## src/rtl/uart_pkg.sv

```systemverilog
// Shared UART definitions: transmit FSM states and serial line levels.
package uart_pkg;

  typedef enum logic [2:0] {
    IDLE,
    START,
    DATA,
    PARITY,
    STOP
  } tx_state_t;

  localparam logic IDLE_LEVEL  = 1'b1;
  localparam logic START_LEVEL = 1'b0;

endpackage

```

## src/rtl/uart_tx_serializer.sv

```systemverilog
// Frame serializer paced by the divider's baud_tick. tx_serial follows accept by 1 cycle.
// Each bit lasts max+1 cycles. Holds tx_ready low for the whole frame; tx_valid is ignored while busy.
module uart_tx_serializer
  import uart_pkg::*;
#(
  parameter int DATA_BITS = 8,
  parameter int PARITY_EN = 0,
  parameter int STOP_BITS = 1
) (
  input  logic                 clk,
  input  logic                 Rst,
  input  logic                 baud_tick,
  input  logic                 tx_valid,
  input  logic [DATA_BITS-1:0] tx_data,
  output logic                 tx_ready,
  output logic                 div_enable,
  output logic                 div_clear,
  output logic                 tx_serial,
  output logic                 busy,
  output logic                 frame_done
);

  localparam int              CNT_W    = $clog2(DATA_BITS + 1);
  localparam logic [CNT_W-1:0] LAST_BIT = CNT_W'(DATA_BITS - 1);
  localparam logic            LAST_STOP = 1'(STOP_BITS - 1);

  tx_state_t              state;
  logic [DATA_BITS-1:0]   shift_reg;
  logic [CNT_W-1:0]       bit_cnt;
  logic                   parity;
  logic                   stop_cnt;

  always_ff @(posedge clk or posedge Rst) begin
    if (Rst) begin
      state      <= IDLE;
      shift_reg  <= '0;
      bit_cnt    <= '0;
      parity     <= 1'b0;
      stop_cnt   <= 1'b0;
      tx_serial  <= IDLE_LEVEL;
      tx_ready   <= 1'b1;
      busy       <= 1'b0;
      frame_done <= 1'b0;
      div_enable <= 1'b0;
      div_clear  <= 1'b1;
    end else begin
      frame_done <= 1'b0;
      case (state)
        IDLE: begin
          if (tx_valid && tx_ready) begin
            shift_reg  <= tx_data;
            parity     <= 1'b0;
            bit_cnt    <= '0;
            stop_cnt   <= 1'b0;
            state      <= START;
            tx_serial  <= START_LEVEL;
            tx_ready   <= 1'b0;
            busy       <= 1'b1;
            div_enable <= 1'b1;
            div_clear  <= 1'b0;
          end
        end
        START: begin
          if (baud_tick) begin
            state     <= DATA;
            tx_serial <= shift_reg[0];
          end
        end
        DATA: begin
          if (baud_tick) begin
            shift_reg <= shift_reg >> 1;
            parity    <= parity ^ shift_reg[0];
            bit_cnt   <= bit_cnt + 1'b1;
            if (bit_cnt == LAST_BIT) begin
              // Parity must include the bit leaving on this same tick.
              if (PARITY_EN != 0) begin
                state     <= PARITY;
                tx_serial <= parity ^ shift_reg[0];
              end else begin
                state     <= STOP;
                tx_serial <= IDLE_LEVEL;
              end
            end else begin
              tx_serial <= shift_reg[1];
            end
          end
        end
        PARITY: begin
          if (baud_tick) begin
            state     <= STOP;
            tx_serial <= IDLE_LEVEL;
          end
        end
        STOP: begin
          if (baud_tick) begin
            if (stop_cnt == LAST_STOP) begin
              state      <= IDLE;
              frame_done <= 1'b1;
              tx_ready   <= 1'b1;
              busy       <= 1'b0;
              div_enable <= 1'b0;
              div_clear  <= 1'b1;
            end else begin
              stop_cnt <= 1'b1;
            end
          end
        end
        default: state <= IDLE;
      endcase
    end
  end

endmodule

```

## config.mk

```make
export PLATFORM = sky130hd
export DESIGN_NAME = uart_tx_serializer
export DESIGN_NICKNAME = d
export VERILOG_FILES = /design/src/rtl/uart_pkg.sv /design/src/rtl/uart_tx_serializer.sv
export SDC_FILE = /design/constraint.sdc
export NUM_CORES = 1
export LEC_CHECK = 0
export CAP_MARGIN = 20
export CORE_ASPECT_RATIO = 1.4
export CORE_MARGIN = 3
export CORE_UTILIZATION = 40
export CTS_CLUSTER_SIZE = 10
export DETAILED_ROUTE_END_ITERATION = 8
export DONT_BUFFER_PORTS = 1
export GPL_TIMING_DRIVEN = 0
export HOLD_SLACK_MARGIN = 0.02
export PLACE_DENSITY = 0.63
export REMOVE_ABC_BUFFERS = 1
export SLEW_MARGIN = 40
export SYNTH_ARGS = -nofsm -noshare
export SYNTH_HDL_FRONTEND = slang
export SYNTH_SLANG_ARGS = --single-unit
```

## constraint.sdc

```tcl
create_clock -name clk -period 1.5 [get_ports clk]
set_input_delay 0.3 -clock clk [delete_from_list [all_inputs] [get_ports clk]]
set_output_delay 0.3 -clock clk [all_outputs]
set_load 0.1 [all_outputs]
```

==> reports/metrics.cfg <==
[global_routing]
grt_pass1_vias = 728
grtUsageTotal = 0.1216
grt_first_pass_wirelength_um = 3105
grt_overflow = 0
antenna_found_initial = 0
grt_max_degree = 20

[sta]
setup_viol = 18
max_freq_ghz = 0.4967
worstMarginPinSlew_ns = 0.7123
drv_slew = 0
period_share = 1.342
relSlewSlack = 0.5246
clock_skew_ns = 0.002942
period_needed_ns = 2.013
fin_ws_ns = -0.5133
rsz0062_at_grt = true
hold_viol = 0

[job]
drv_cap = 0

[placement]
placed_area_mm2 = 0.001023
globalplace.congestion = 0.7425
hpwlAfterDp_um = 1186
io_buffers = 0
dp_slack_ns = -0.6640

[cts]
postCtsHoldBufs = 0
cts_root_buf = clkbuf_4
cts.sinks = 19
cts_max_path_buffers = 2
cts_buffers = 3
cts.reportedPaths.clkPinSlew_ns = 0.10
clk_latency_ns = 0.29
h-tree-depth = 1
cts_tree = built

[outcome]
status = complete, but fails checks
violations = negative setup slack

[routing]
via_count = 626
dr.pass1.iters = 4
viasPerCell = 5.217
wl_per_cell_um = 14.39
detail_route.iter0.violations = 19
drc = 0
routed_wl_um = 1727
postRouteAntennaNets = 0

[pwr]
power_density_mw_per_mm2 = 2081
switching_share = 0.4368
clock_power_share = 0.107
vdd_drop_max_mv = 0.8915
switching_power_mw = 1.034
combPwrFrac = 0.326
seqPwrFrac = 0.567
power.internal_mw = 1.333
leakagePower_nw = 0.4652

[floorplanning]
die_area_mm2 = 0.003207
die_height_um = 65.82
ios = 18
core-area_mm2 = 0.002417
fp.dieW_um = 48.73
rows = 21
start_util = 0.4229

[synth]
ys_warn_count = 0
ys_ff_latch = 19
synthDistinctLibCells = 32
syn-cell-area_mm2 = 0.001022
yosysSeqAreaShare = 0.4676
syn_inst = 87
post_synth.cell_area_avg_um2 = 11.75

[setup_path]
worst-setup-path-type = reg2reg
cp-start-kind = register
cp.required_ns = 1.68
cp-end-kind = register
regToRegSetupSlack_ns = -0.51
worstPathMaxFanout = 10
critPathArrivalTime_ns = 2.20

[cells_and_area]
nets = 100
largest_reg_flops = 8
area_delta_synth_final_pct = 11.26
num_antenna_cells = 0
drive_above_1_share = 0.3953
final_cell_mix = dfrtp_1, mux2_2, inv_1
fillers = 244
layout_commonest_cell = dfrtp_1
final_area_mm2 = 0.001137

[hold_path]
hp-class = in2async

## final cells by class
cell class	instances	area, µm²	area share
Timing Repair Buffer	3	35.03	0.03080
Multi-Input combinational cell	53	519.2	0.4565
Tap cell	34	42.54	0.03740
Sequential cell	19	488.0	0.4290
Clock buffer	4	26.28	0.02310
Inverter	7	26.28	0.02310
## per-stage QoR
stage	TNS (ns)	util	total power, mW	hold slack (ns)	std cells
6_report	-6.081	0.4705	2.366	0.0002884	120
5_1_grt	-7.368	0.4705	2.544	0.03247	120
4_1_cts	-6.180	0.4684	2.386	0.02550	120
3_5_place_dp	-8.249	0.4234	2.004	0.3549	113
3_3_place_gp	-13.38	0.4203	1.947	0.3327	113
2_1_floorplan	-11.09	-	1.848	0.2497	79
## what timing repair did
action | in CTS | in global routing
setup buffers | 3 | 0
pin swaps | 2 | 1
setup endpoints to repair | 19 | 20
gates resized for setup | 9 | 2
## worst paths after layout
path,from,endpoint,cells past startpoint
worst max-delay path,div_clear,shift_reg[1],4
worst min-delay path,Rst,bit_cnt[0],1
worst max register to register,div_clear,shift_reg[1],4
worst min register to register,shift_reg[3],shift_reg[3],1
max in group asynchronous,Rst,busy,1
min in group clk,baud_tick,state[2],1
## logic make-up after synthesis
kind of cell | count (synthesis) | share of synthesized area
AO/OA/AOI/OAI | 19 | 0.1395
adder cells (fa/ha/maj) | 1 | 0.01224
buffers and inverters | 15 | 0.07344
flip-flops | 19 | 0.4676
multiplexers | 18 | 0.1946
AND/OR/NAND/NOR | 15 | 0.1126
## cell usage after synthesis
| cell | n | area (µm²) |
|---|---|---|
| o31a_1 | 1 | 8.760 |
| nand2b_1 | 2 | 12.51 |
| a31o_2 | 1 | 8.760 |
| nand2_1 | 3 | 11.26 |
| buf_6 | 1 | 11.26 |
| nor3b_4 | 1 | 18.77 |
| nand3b_4 | 1 | 20.02 |
| nand3_1 | 2 | 10.01 |
| dfstp_2 | 2 | 52.55 |
| o21ai_0 | 6 | 30.03 |
| clkbuf_1 | 2 | 7.510 |
| o21bai_1 | 2 | 15.01 |
| and3b_1 | 1 | 8.760 |
| nor2_1 | 2 | 7.510 |
| mux2i_1 | 3 | 30.03 |
| a211oi_4 | 1 | 20.02 |
| and3_1 | 1 | 6.260 |
| a2111oi_0 | 2 | 17.52 |
| mux2_2 | 15 | 168.9 |
| buf_4 | 2 | 15.01 |
| dfrtp_1 | 17 | 425.4 |
| a21oi_1 | 2 | 10.01 |
| o2bb2ai_1 | 1 | 8.760 |
| a21o_2 | 1 | 8.760 |
| buf_2 | 2 | 10.01 |
| o32ai_1 | 1 | 8.760 |
| o22ai_1 | 1 | 6.260 |
| nand4bb_1 | 1 | 11.26 |
| and4_1 | 1 | 8.760 |
| ha_1 | 1 | 12.51 |
| inv_1 | 7 | 26.28 |
| clkbuf_2 | 1 | 5.000 |
## per-layer routing
layer	vias up	routed length, µm	global-route usage
met3	0	56	0.02257
met4	0	0	0.04270
met5	-	0	0
met1	311	792	0.1420
met2	12	878	0.2211
li1	303	-	-
## worst max-delay path, stage by stage (launching register included)
cell	delay (ns)
dfstp_4	0.99
nand3b_4	0.16
a211oi_4	0.26
buf_12	0.17
mux2_2	0.33
## power by group through the flow
stage          registers (mW)  clock network [mW]  logic [mW]
6_report                 1.34               0.254       0.771
5_1_grt                  1.38               0.295       0.868
2_1_floorplan            1.26                   0       0.586
3_3_place_gp             1.30                   0       0.643
3_5_place_dp             1.34                   0       0.666
4_1_cts                  1.34               0.273       0.771
No activity file was read; power rests on OpenSTA's default activity.
